--- config.mk ---
export PLATFORM = sky130hd
export DESIGN_NAME = ex_muldiv_unit
export DESIGN_NICKNAME = d
export VERILOG_FILES = /design/src/rtl/muldiv_pkg.sv /design/src/rtl/muldiv_iter_core.sv /design/src/rtl/ex_muldiv_unit.sv
export SDC_FILE = /design/constraint.sdc
export NUM_CORES = 1
export LEC_CHECK = 0
export ABC_AREA = 1
export BUFFER_PORTS_ARGS = -buffer_cell sky130_fd_sc_hd__buf_2
export CAP_MARGIN = 0
export CORE_MARGIN = 2
export CORE_UTILIZATION = 25
export CTS_CLUSTER_DIAMETER = 30
export DETAILED_ROUTE_END_ITERATION = 8
export GPL_TIMING_DRIVEN = 0
export PLACE_DENSITY_LB_ADDON = 0.3
export SYNTH_ARGS = -nofsm -noshare
export SYNTH_HDL_FRONTEND = slang
export SYNTH_SLANG_ARGS = --single-unit
--- constraint.sdc ---
create_clock -name i_clk -period 5.7 [get_ports i_clk]
set_input_delay 0.57 -clock i_clk [delete_from_list [all_inputs] [get_ports i_clk]]
set_output_delay 0.57 -clock i_clk [all_outputs]
set_load 0.02 [all_outputs]
--- src/rtl/muldiv_pkg.sv ---
// Shared definitions for the EX-stage multiply/divide unit.
//   - op_e      : operation codes presented on i_op by ID/EX
//   - state_e   : iteration FSM states
//   - DIVZERO_LO: LO value written by a divide whose divisor is zero
//   - helpers   : classify an op code as iterative and/or signed
package muldiv_pkg;

  typedef enum logic [2:0] {
    OP_MULT  = 3'd0,
    OP_MULTU = 3'd1,
    OP_DIV   = 3'd2,
    OP_DIVU  = 3'd3,
    OP_MTHI  = 3'd4,
    OP_MTLO  = 3'd5
  } op_e;

  typedef enum logic [1:0] {
    ST_IDLE = 2'd0,
    ST_RUN  = 2'd1,
    ST_FIX  = 2'd2
  } state_e;

  // Wide enough for any supported BITS_SIZE; the top slices what it needs.
  localparam logic [63:0] DIVZERO_LO = '1;

  // True for ops that start a multicycle iteration.
  function automatic logic op_is_iter(input logic [2:0] op);
    return (op == OP_MULT) || (op == OP_MULTU) || (op == OP_DIV) || (op == OP_DIVU);
  endfunction

  // True for ops whose operands are two's-complement.
  function automatic logic op_is_signed(input logic [2:0] op);
    return (op == OP_MULT) || (op == OP_DIV);
  endfunction

endpackage

--- src/rtl/muldiv_iter_core.sv ---
// One radix-2 iteration of the multiply/divide datapath (purely combinational).
//   is_div : 0 = shift-add multiply step, 1 = restoring shift-subtract step
//   i_hi   : multiply accumulator / partial remainder
//   i_lo   : remaining multiplier bits / dividend-then-quotient bits
//   i_b    : multiplicand or divisor magnitude
//   o_hi, o_lo : values of i_hi/i_lo after this step
module muldiv_iter_core #(
  parameter int BITS_SIZE = 32
) (
  input  logic                 is_div,
  input  logic [BITS_SIZE-1:0] i_hi,
  input  logic [BITS_SIZE-1:0] i_lo,
  input  logic [BITS_SIZE-1:0] i_b,
  output logic [BITS_SIZE-1:0] o_hi,
  output logic [BITS_SIZE-1:0] o_lo
);

  logic [BITS_SIZE:0]   sum;
  logic [BITS_SIZE:0]   shifted;
  logic [BITS_SIZE-1:0] diff;

  always_comb begin
    // Multiply: add multiplicand when the current LSB is set, then shift the
    // {acc, multiplier} pair right by one, keeping the carry.
    sum     = {1'b0, i_hi} + (i_lo[0] ? {1'b0, i_b} : '0);
    // Divide: bring the next dividend bit into the partial remainder.
    shifted = {i_hi, i_lo[BITS_SIZE-1]};
    // Only used when shifted >= i_b, so the result always fits BITS_SIZE.
    diff    = shifted[BITS_SIZE-1:0] - i_b;

    if (is_div) begin
      if (shifted >= {1'b0, i_b}) begin
        o_hi = diff;
        o_lo = {i_lo[BITS_SIZE-2:0], 1'b1};
      end else begin
        o_hi = shifted[BITS_SIZE-1:0];
        o_lo = {i_lo[BITS_SIZE-2:0], 1'b0};
      end
    end else begin
      o_hi = sum[BITS_SIZE:1];
      o_lo = {sum[0], i_lo[BITS_SIZE-1:1]};
    end
  end

endmodule

--- src/rtl/ex_muldiv_unit.sv ---
// EX-stage multicycle multiply/divide unit owning the HI/LO registers.
//   i_clk, i_reset       : clock, asynchronous active-high reset
//   i_step               : advance enable; all state frozen when low
//   i_start, i_op        : mult/div/move-to request and its op code
//   i_rs_data, i_rt_data : operands A and B
//   i_read_hilo          : MFHI/MFLO present in EX
//   o_hi, o_lo           : architectural HI/LO
//   o_busy               : iteration in progress
//   o_stall              : hold the front of the pipeline (combinational)
//   o_done               : one-cycle pulse after a mult/div writes HI/LO
module ex_muldiv_unit
  import muldiv_pkg::*;
#(
  parameter int BITS_SIZE = 32,
  parameter int BITS_CNT  = 6
) (
  input  logic                 i_clk,
  input  logic                 i_reset,
  input  logic                 i_step,
  input  logic                 i_start,
  input  logic [2:0]           i_op,
  input  logic [BITS_SIZE-1:0] i_rs_data,
  input  logic [BITS_SIZE-1:0] i_rt_data,
  input  logic                 i_read_hilo,
  output logic [BITS_SIZE-1:0] o_hi,
  output logic [BITS_SIZE-1:0] o_lo,
  output logic                 o_busy,
  output logic                 o_stall,
  output logic                 o_done
);

  localparam logic [BITS_CNT-1:0] LAST_ITER = BITS_CNT'(BITS_SIZE - 1);

  state_e                 state_q, state_d;
  op_e                    op_q, op_d;
  logic [BITS_CNT-1:0]    cnt_q, cnt_d;
  logic [BITS_SIZE-1:0]   acc_q, acc_d;       // product high half / remainder
  logic [BITS_SIZE-1:0]   work_q, work_d;     // multiplier / dividend -> quotient
  logic [BITS_SIZE-1:0]   bmag_q, bmag_d;     // |B|
  logic [BITS_SIZE-1:0]   aorig_q, aorig_d;   // A as presented, for divide-by-zero
  logic                   sign_a_q, sign_a_d;
  logic                   sign_b_q, sign_b_d;
  logic [BITS_SIZE-1:0]   hi_q, hi_d;
  logic [BITS_SIZE-1:0]   lo_q, lo_d;
  logic                   done_q, done_d;

  logic [BITS_SIZE-1:0]   core_hi, core_lo;
  logic                   is_div;
  logic [2*BITS_SIZE-1:0] prod_raw, prod_fix;
  logic [BITS_SIZE-1:0]   quo_fix, rem_fix;

  assign is_div = (op_q == OP_DIV) || (op_q == OP_DIVU);

  muldiv_iter_core #(
    .BITS_SIZE (BITS_SIZE)
  ) u_core (
    .is_div (is_div),
    .i_hi   (acc_q),
    .i_lo   (work_q),
    .i_b    (bmag_q),
    .o_hi   (core_hi),
    .o_lo   (core_lo)
  );

  // Sign correction of the finished magnitudes. Unsigned ops never set the
  // sign flags, so they pass through untouched.
  always_comb begin
    prod_raw = {acc_q, work_q};
    prod_fix = (sign_a_q ^ sign_b_q) ? -prod_raw : prod_raw;
    quo_fix  = (sign_a_q ^ sign_b_q) ? -work_q : work_q;
    rem_fix  = sign_a_q ? -acc_q : acc_q;
  end

  always_comb begin
    state_d  = state_q;
    op_d     = op_q;
    cnt_d    = cnt_q;
    acc_d    = acc_q;
    work_d   = work_q;
    bmag_d   = bmag_q;
    aorig_d  = aorig_q;
    sign_a_d = sign_a_q;
    sign_b_d = sign_b_q;
    hi_d     = hi_q;
    lo_d     = lo_q;
    done_d   = done_q;

    if (i_step) begin
      done_d = 1'b0;
      case (state_q)
        ST_IDLE: begin
          if (i_start) begin
            if (op_is_iter(i_op)) begin
              op_d     = op_e'(i_op);
              cnt_d    = '0;
              state_d  = ST_RUN;
              sign_a_d = op_is_signed(i_op) & i_rs_data[BITS_SIZE-1];
              sign_b_d = op_is_signed(i_op) & i_rt_data[BITS_SIZE-1];
              acc_d    = '0;
              work_d   = sign_a_d ? -i_rs_data : i_rs_data;
              bmag_d   = sign_b_d ? -i_rt_data : i_rt_data;
              aorig_d  = i_rs_data;
            end else if (i_op == OP_MTHI) begin
              hi_d = i_rs_data;
            end else if (i_op == OP_MTLO) begin
              lo_d = i_rs_data;
            end
          end
        end
        ST_RUN: begin
          acc_d  = core_hi;
          work_d = core_lo;
          cnt_d  = cnt_q + 1'b1;
          if (cnt_q == LAST_ITER) begin
            state_d = ST_FIX;
          end
        end
        ST_FIX: begin
          state_d = ST_IDLE;
          done_d  = 1'b1;
          if (!is_div) begin
            hi_d = prod_fix[2*BITS_SIZE-1:BITS_SIZE];
            lo_d = prod_fix[BITS_SIZE-1:0];
          end else if (bmag_q == '0) begin
            // Divide by zero: quotient saturates, A is handed back in HI.
            hi_d = aorig_q;
            lo_d = DIVZERO_LO[BITS_SIZE-1:0];
          end else begin
            hi_d = rem_fix;
            lo_d = quo_fix;
          end
        end
        default: state_d = ST_IDLE;
      endcase
    end
  end

  always_ff @(posedge i_clk or posedge i_reset) begin
    if (i_reset) begin
      state_q  <= ST_IDLE;
      op_q     <= OP_MULT;
      cnt_q    <= '0;
      acc_q    <= '0;
      work_q   <= '0;
      bmag_q   <= '0;
      aorig_q  <= '0;
      sign_a_q <= 1'b0;
      sign_b_q <= 1'b0;
      hi_q     <= '0;
      lo_q     <= '0;
      done_q   <= 1'b0;
    end else begin
      state_q  <= state_d;
      op_q     <= op_d;
      cnt_q    <= cnt_d;
      acc_q    <= acc_d;
      work_q   <= work_d;
      bmag_q   <= bmag_d;
      aorig_q  <= aorig_d;
      sign_a_q <= sign_a_d;
      sign_b_q <= sign_b_d;
      hi_q     <= hi_d;
      lo_q     <= lo_d;
      done_q   <= done_d;
    end
  end

  assign o_hi    = hi_q;
  assign o_lo    = lo_q;
  assign o_done  = done_q;
  assign o_busy  = (state_q != ST_IDLE);
  // Only a dependent instruction (another mult/div/move-to or an MFHI/MFLO)
  // has to wait; unrelated instructions flow past the busy unit.
  assign o_stall = o_busy & (i_start | i_read_hilo);

endmodule

==> out/results.txt, run 1 <==
Largest net degree at the start of global routing = 41
Final HPWL DP = 79.6 mm
Fmax achieved = 0.280 GHz
Starting Density = 25.2%
Post-CTS sizing = 0
Final Slew Violations = 0
Main synth FF type = dfrtp_1
Final Hold Vio Count = 0
Seq/Total Area, Yosys = 25.9%
Number of max-cap violations = 0
Post-Place Cell Area = 21900 µm²
Finished Cell Area = 24000 µm²
H-tree depth = 2
Routed wire length = 97.2 mm
Clk_lat worst skew = 620 ps
Synth Warn # = 0
Final Cycle Share = 62.7%
Die area = 81400 µm²
Syn_nets = 3454
Syn Area/Cell = 5.97 µm²
Hold_ws = 68.5 ps
CTS buffer count = 55
Chip height = 285 µm
Crit path DAT = 4120 ps
Vias per cell = 5.04
Post-route minimum period = 3570 ps
PD cells = 694 nW/µm²
Async set-or-reset flop fraction in the synthesized netlist = 100%
Mapped Cells = 3311
Fin nets = 3654
GRT Total Usage = 23.5%
Worst path required time = 6250 ps
RSZ-0062 raised after global routing = false
Cts-stage hold buffer count = 0
DR WL/cell = 21.1 µm
Lkg Pwr = 12.1 nW
Drt pass-1 iters = 6
Post-synth top area cell = dfrtp_1
Final setup violation count = 0
GR Overflow Total = 0
Layout cells sized above 1 = 11.5%
Relative slew slack = 13.0%
I/O Buffers = 138
Wire length of the first global-routing pass = 144 mm
Vias after detailed routing = 23236
Row count = 103
DRT iter0 DRCs = 2601
Num Clock Sinks = 205
Synth area leaders = dfrtp_1, nand2_1, nor2_1, inv_1, nand3_1
Worst Tran Pin Value = 1300 ps
Distinct cell type count after synthesis = 57
Commonest cells in the synthesized netlist = nand2_1, nor2_1, inv_1
ANT nets after route = 0
Root Driver = clkbuf_16
Post-CTS setup buffers = 0
GP Congestion = 1.01
Worst-path clk slew = 50 ps
Worst Setup Path Type = reg -> reg
Area delta synth->final = 21.4%
Status = finished clean
Hold WC Path Type = in -> async
Number of synthesized flops with an enable pin = 0
Top-count cell post-synth = nand2_1
CTS max path bufs = 3
Vias in the first global route = 22038
I/O Pins = 139
Die width = 285 µm
Post-Syn Area = 19800 µm²
Core Area = 78600 µm²
Startpoint types = flop
Peak supply drop = 0.310 mV
Setup TNS = 0 ps
Critical path peak fanout = 10
FF+latch count, synth = 205
Synth top area share = 25.9%
Initial antenna violation count = 2
Worst setup EP type = flop
# DRC = 0
Skew final = 56.9 ps
CTS tree = yes
worst paths after layout:
| path | depth (start not counted) | start | slack, ps | to |
|---|---|---|---|---|
| setup / recovery | 18 | work_q[0] | 2130 | acc_q[13] |
| hold / removal | 2 | i_reset | 70 | o_lo[24] |
| setup reg to reg | 18 | work_q[0] | 2130 | acc_q[13] |
| hold reg to reg | 2 | op_q[2] | 470 | op_q[2] |
| max in group asynchronous | 4 | i_reset | 4590 | bmag_q[26] |
| min in group i_clk | 3 | i_step | 180 | o_done |
where the power goes:
part	switching (W)	leakage [nW]	internal, W
registers	0.000954	2.45	0.00213
logic	0.00704	8.70	0.00295
clock network	0.00106	0.998	0.00254
layout make-up:
cell class                 count  area [µm²]
inverter                     434        1640
timing repair buffer         143         791
tap                         1050        1310
sequential                   205        5130
fill                        8981       54600
clock buffer                  64        1450
antenna                        2        5.00
multi-input combinational   2562       12400
clock inverter                39         677
buffer                       110         569
registers in the layout (all words and copies together), names as in the netlist:
register,count
cnt_q,6
sign_a_q,1
work_q,32
bmag_q,32
o_done,1
o_hi,32
state_q,2
aorig_q,32
sign_b_q,1
o_lo,32
acc_q,32
op_q,2
logic make-up (layout without fill, tap and decap cells):
group                    after synthesis  in the layout  share of synthesized area [%]
other                                  0              2                              0
buffers and inverters                544            790                           11.1
AO/OA/AOI/OAI                        524            524                           14.6
XOR/XNOR                              87             87                           3.85
AND/OR/NAND/NOR                     1880           1880                           39.9
adder cells (fa/ha/maj)               71             71                           4.57
flip-flops                           205            205                           25.9
placed cells by master (no fill, tap or decap), types with 54 or more instances in the layout:
cell type  instances
nand4_1           54
dfrtp_1          205
o21ai_0          218
xor2_1            74
clkbuf_16         55
a21oi_1          176
ha_1              69
buf_2            187
nand2_1         1017
nor2_1           469
inv_1            407
nand3_1          238
routing by layer:
layer  vias up  track usage, %  wire length, µm
met4         2            8.85             3980
met3       168            3.24             7580
met1     11088            32.7            43300
met2       983            36.7            42400
met5         -               0               13
li1      10995               -                -
metrics by stage:
stage	worst slack, ps	utilization, %	power, W	cells
2_1_floorplan	2470	-	0.00912	3311
3_3_place_gp	776	27.7	0.0128	4499
6_report	2130	30.5	0.0167	4609
5_1_grt	1890	30.5	0.0177	4607
4_1_cts	2200	30.5	0.0164	4607
3_5_place_dp	1950	27.8	0.0128	4504
critical path: stages (launching register included):
cell	delay (ps)
dfrtp_1	330
buf_6	180
clkbuf_1	400
nand2_1	120
inv_1	90
ha_1	290
inv_1	100
fa_1	400
inv_1	130
nand3_1	120
nand2_1	210
nand3_1	100
nand2_1	130
nand2_1	90
nand2_1	180
nand2_1	80
a31oi_1	340
o211ai_2	130
nand2_1	80
(Power assumes the default switching activity.)
==> inputs of run 2 (changes only) <==
==> constraint.sdc (replaced) <==
create_clock -name i_clk -period 3.3 [get_ports i_clk]
set_input_delay 0.33 -clock i_clk [delete_from_list [all_inputs] [get_ports i_clk]]
set_output_delay 0.33 -clock i_clk [all_outputs]
set_load 0.02 [all_outputs]
==> run 2 against run 1 <==
  * Register-to-register slack worse by 1900 ps
  * Hold slack got worse by 45 ps
  * Setup slack got worse by 1900 ps
  * Die area is the same
  * Clock-buffer cell count stayed put
  * Final cell count about the same
  * Critical endpoint is now acc_q[22]
  * Largest cell class unchanged
  * Highest routed layer unchanged
==> out/results.txt, run 2 (synthesized netlist as in run 1, its figures left out) <==
Status = finished clean
Peak supply drop = 0.537 mV
Hold WC Path Type = in -> reg
Fin cells = 4610
Final Slew Violations = 0
GR Overflow Total = 0
Post-Place Cells = 4504
GRT Total Usage = 23.5%
Setup TNS = 0 ps
CTS tree = yes
Die area = 81400 µm²
Num Clock Sinks = 205
Worst Setup Path Type = reg -> reg
Worst-path clk slew = 50 ps
Critical path peak fanout = 7
Final Hold Vio Count = 0
H-tree depth = 2
Final HPWL DP = 79.6 mm
I/O Buffers = 138
Startpoint types = flop
Relative slew slack = 12.2%
Post-route minimum period = 3070 ps
Starting Density = 25.2%
Core Area = 78600 µm²
Fmax achieved = 0.326 GHz
Critical Path Most Common Cell = nand2_1
Slowest stage delay, CP = 470 ps
ANT nets after route = 0
Commonest non-fill, non-tap cells in the layout = nand2_1, nor2_1, inv_1
Routed wire length = 97.1 mm
Clk_lat worst skew = 620 ps
Worst path required time = 3800 ps
Wire length of the first global-routing pass = 143 mm
Worst Tran Pin Value = 1310 ps
Worst Path Buf+Inv = 2
Crit-path slowest cell = dfrtp_1
CP top delay family = simple AND/OR/NAND/NOR gates
Largest net degree at the start of global routing = 41
DR WL/cell = 21.1 µm
Vias after detailed routing = 23340
Die width = 285 µm
Lkg Pwr = 12.2 nW
RSZ-0062 raised after global routing = false
Final setup violation count = 0
DRT iter0 DRCs = 2638
Final Cycle Share = 93.0%
Initial antenna violation count = 2
Post-Place Cell Area = 21900 µm²
# DRC = 0
PD cells = 1200 nW/µm²
Row count = 103
GP Congestion = 1.01
CTS buffer count = 55
Fin nets = 3655
Vias per cell = 5.06
Crit path cell chain = clkinvlp_4 -> ha_1 -> inv_1 -> fa_1 -> nand2_1 -> nand2_1 -> nand2_1 -> nand2_1 -> nand2_1 -> nand2_1 -> nand2_1 -> nand2_1 -> nor2_1 -> o21ai_1 -> nand3_1 -> nand2_1
Root Driver = clkbuf_16
Commonest non-fill, non-tap cell in the layout = nand2_1
Chip height = 285 µm
I/O Pins = 139
Vias in the first global route = 22048
Crit path DAT = 3570 ps
Area delta synth->final = 21.6%
Worst setup EP type = flop
Skew final = 55.1 ps
Number of max-cap violations = 0
Finished Cell Area = 24000 µm²
CTS max path bufs = 3
Drt pass-1 iters = 6
Layout cells sized above 1 = 11.7%
[run 2: worst paths after layout]
check                              start    endpoint  slack [ps]  cells past startpoint
max                           work_q[31]   acc_q[22]         230                     16
min                        i_rt_data[31]  bmag_q[31]          20                      3
max reg2reg                   work_q[31]   acc_q[22]         230                     16
min reg2reg                      op_q[2]     op_q[2]         470                      2
max in group asynchronous        i_reset  bmag_q[26]        1880                      5
min in group asynchronous        i_reset    o_lo[24]         390                      3
[run 2: area by class of cell]
class / instances / area [µm²]
fillers: 8981 / 54600
multi-input cells: 2562 / 12500
flip-flops and latches: 205 / 5130
inverters: 434 / 1640
clock buffers: 64 / 1450
well taps: 1050 / 1310
repair buffers: 145 / 811
clock inverters: 39 / 677
plain buffers: 109 / 567
diodes: 2 / 5.00
[run 2: power by group]
group          internal [W]  switching, W  total [W]
combinational       0.00510        0.0122     0.0173
sequential          0.00368       0.00166    0.00534
clock               0.00439       0.00183    0.00622
total                0.0132        0.0156     0.0288
[run 2: metal layers]
metal | GRT usage [%] | vias to the layer above | wire length [µm]
met5 | 0 | - | 13
met2 | 36.6 | 1044 | 42200
met1 | 32.7 | 11129 | 43200
li1 | - | 10996 | -
met4 | 8.81 | 2 | 4000
met3 | 3.25 | 169 | 7630
[run 2: what timing repair did]
item	in CTS	in global routing
endpoints found under the setup margin	5	16
hold buffers	2	0
buffers inserted	0	0
resized for setup	0	8
endpoints found under the hold margin	25	0
[run 2: worst reg2reg max path, cell delays in order, from the launching register on]
cell	delay (ps)
dfrtp_1	470
clkinvlp_4	320
ha_1	280
inv_1	130
fa_1	230
nand2_1	60
nand2_1	200
nand2_1	80
nand2_1	140
nand2_1	70
nand2_1	150
nand2_1	70
nand2_1	100
nor2_1	50
o21ai_1	390
nand3_1	130
nand2_1	80
[run 2: through the flow]
stage / hold slack, ps / util [%] / setup slack, ps / total power, W
2_1_floorplan: 437 / - / 312 / 0.0157
3_3_place_gp: 452 / 27.7 / -1380 / 0.0221
3_5_place_dp: 466 / 27.8 / -208 / 0.0221
4_1_cts: 17.1 / 30.6 / 33.3 / 0.0284
5_1_grt: 42.0 / 30.6 / 24.2 / 0.0306
6_report: 23.4 / 30.6 / 233 / 0.0288
==> inputs of run 3 (changes only) <==
--- a/config.mk
+++ b/config.mk
@@ -5,7 +5,6 @@
 export SDC_FILE = /design/constraint.sdc
 export NUM_CORES = 1
 export LEC_CHECK = 0
-export ABC_AREA = 1
 export BUFFER_PORTS_ARGS = -buffer_cell sky130_fd_sc_hd__buf_2
 export CAP_MARGIN = 0
 export CORE_MARGIN = 2
==> run 3 against run 2 <==
  * Critical path depth did not move
  * Global-route usage fell by 3.1 points
  * Critical path type unchanged
  * Sequential cell count did not move
  * Utilization rose by 2.6 points
  * Sequential power fell by 23%
  * Wire length fell by 28%
  * The run now ends with setup timing left
  * Clock power fell by 12%
  * Register-to-register slack got worse by 470 ps
  * Largest power group unchanged
  * Combinational power fell by 37%
==> out/results.txt, run 3 <==
Core Area = 64300 µm²
CTS buffer count = 57
Routed wire length = 70.1 mm
Failing checks = setup timing
Post-Syn Area = 16200 µm²
Commonest cells in the synthesized netlist = nand2_1, o21ai_0, dfrtp_1
Simple-Gate Fraction of Synth Area = 21.0%
Distinct cell type count after synthesis = 72
I/O Pins = 139
H-tree depth = 2
Critical Path Most Common Cell = a21oi_4
R2R depth = 16
Die width = 259 µm
Worst Tran Pin Value = 1380 ps
Syn Area/Cell = 7.52 µm²
CTS tree = yes
Synth top area share = 31.6%
Main synth FF type = dfrtp_1
Mux share of post-synthesis cell area = 0.740%
Wire length of the first global-routing pass = 105 mm
GR Overflow Total = 0
Synth Area in XOR/XNOR = 10.7%
Launch point of the worst reg-to-reg path = work_q[0]
Root Driver = clkbuf_16
Commonest non-fill, non-tap cells in the layout = nand2_1, o21ai_0, dfrtp_1
Hold path depth = 3
Slowest stage delay, CP = 410 ps
Syn_nets = 2304
Crit path DAT = 4030 ps
Status = complete, but fails checks
Relative slew slack = 7.32%
Final Slew Violations = 0
Main combinational cell family by area after synthesis = compound AO/OA/AOI/OAI gates
Largest net degree at the start of global routing = 36
Vias after detailed routing = 17587
Initial antenna violation count = 1
RSZ-0062 raised after global routing = true
Compound-Gate Fraction of Synth Area = 25.1%
CTS max path bufs = 3
CP Launch Point = work_q[0]
Final Hold Vio Count = 0
PD cells = 958 nW/µm²
Critical path peak fanout = 5
Hold WC Path Type = in -> reg
Fin util = 33.2%
Chip height = 259 µm
Top-count cell post-synth = nand2_1
Clk_lat worst skew = 630 ps
Startpoint types = flop
Starting Density = 25.2%
Number of synthesized flops with an enable pin = 0
CP top delay family = compound AO/OA/AOI/OAI gates
Worst Path Buf+Inv = 3
FF+latch count, synth = 205
Number of max-cap violations = 0
Synth Warn # = 0
GP Congestion = 0.934
Worst path required time = 3790 ps
Row count = 93
Reg2reg end = acc_q[29]
Worst-path clk slew = 50 ps
Post-route minimum period = 3540 ps
I/O Buffers = 129
Final Cycle Share = 107%
Vias in the first global route = 17022
R2R Setup Slk = -240 ps
Area delta synth->final = 31.6%
Hold path startpoint = i_rs_data[8]
Layout cells sized above 1 = 17.6%
Drt pass-1 iters = 6
Num Clock Sinks = 205
Final worst setup slack = -238 ps
Seq/Total Area, Yosys = 31.6%
Commonest non-fill, non-tap cell in the layout = nand2_1
Hold path endpoint = aorig_q[8]
Synth area leaders = dfrtp_1, nand2_1, o21ai_0, xnor2_1, ha_1
Crit path cell chain = clkinv_4 -> clkbuf_16 -> nor2_1 -> ha_2 -> o211ai_1 -> a21oi_4 -> o41a_1 -> a21oi_4 -> o21ai_2 -> and3_4 -> a211o_1 -> buf_4 -> a41oi_2 -> xor2_1 -> nand2_1 -> a32o_1
Lkg Pwr = 9.28 nW
Worst setup EP type = flop
Mapped Cells = 2161
Async set-or-reset flop fraction in the synthesized netlist = 100%
Adder-Cell Fraction of Synth Area = 5.56%
Hold_ws = 37.8 ps
Vias per cell = 5.29
Final setup violation count = 4
GRT Total Usage = 20.3%
# DRC = 0
Fmax achieved = 0.283 GHz
Fin nets = 2566
DR WL/cell = 21.1 µm
DRT iter0 DRCs = 1659
Crit-path slowest cell = dfrtp_2
Skew final = 44.1 ps
Post-synth top area cell = dfrtp_1
ANT nets after route = 0
Peak supply drop = 0.430 mV
Final HPWL DP = 53.1 mm
Die area = 67000 µm²
Worst Setup Path Type = reg -> reg
-- run 3: final cells by class --
class,count,area [µm²]
timing repair buffer,209,1430
buffer,143,694
sequential,205,5140
multi-input combinational,1739,10900
clock inverter,23,307
clock buffer,79,1600
fill,6879,43000
tap,855,1070
antenna,1,2.50
inverter,68,267
-- run 3: per-layer routing --
layer  vias up  wire length [µm]  GRT usage [%]
met1      8432             29800           26.7
met4         2              2460           8.00
met3       158              5800           3.72
li1       8193                 -              -
met2       802             32000           33.1
met5         -                13              0
-- run 3: tightest hold or removal path, stage by stage --
cell and delay (ps):
buf_2 160, nand2_1 70, nand2_1 50
-- run 3: worst max path at each step --
stage,endpoint,cells after the start
after floorplan,acc_q[31],14
after global placement,o_lo[27],2
after detailed placement,acc_q[30],14
after CTS,acc_q[31],15
after global routing,acc_q[31],15
final,acc_q[29],16
-- run 3: what timing repair did --
action	4_1_cts	5_1_grt
gates cloned	1	3
pin swaps	43	37
gates resized for setup	107	85
setup buffers	30	22
hold endpoints to repair	41	0
hold buffers	18	0
setup endpoints to repair	101	69
-- run 3: cell families after synthesis --
group | count (synthesis)
mux | 12
xor+xnor | 198
simple gates | 773
fa+ha+maj | 71
compound gates | 685
flops | 205
buf+inv | 217
-- run 3: power by group --
| part | switching (W) | internal, W |
|---|---|---|
| Sequential | 0.000853 | 0.00325 |
| Clock | 0.00173 | 0.00372 |
| Combinational | 0.00653 | 0.00440 |
-- run 3: stage by stage --
step | power (W) | area, µm² | instances | TNS [ps] | worst slack [ps]
floorplan | 0.0104 | 16300 | 2161 | -7.06 | -7.06
global placement | 0.0130 | 18000 | 3145 | -295770 | -1270
detailed placement | 0.0131 | 18100 | 3151 | -45710 | -1030
CTS | 0.0193 | 20800 | 3297 | -447 | -161
global route | 0.0216 | 21400 | 3321 | -1660 | -348
finish | 0.0205 | 21400 | 3322 | -670 | -238
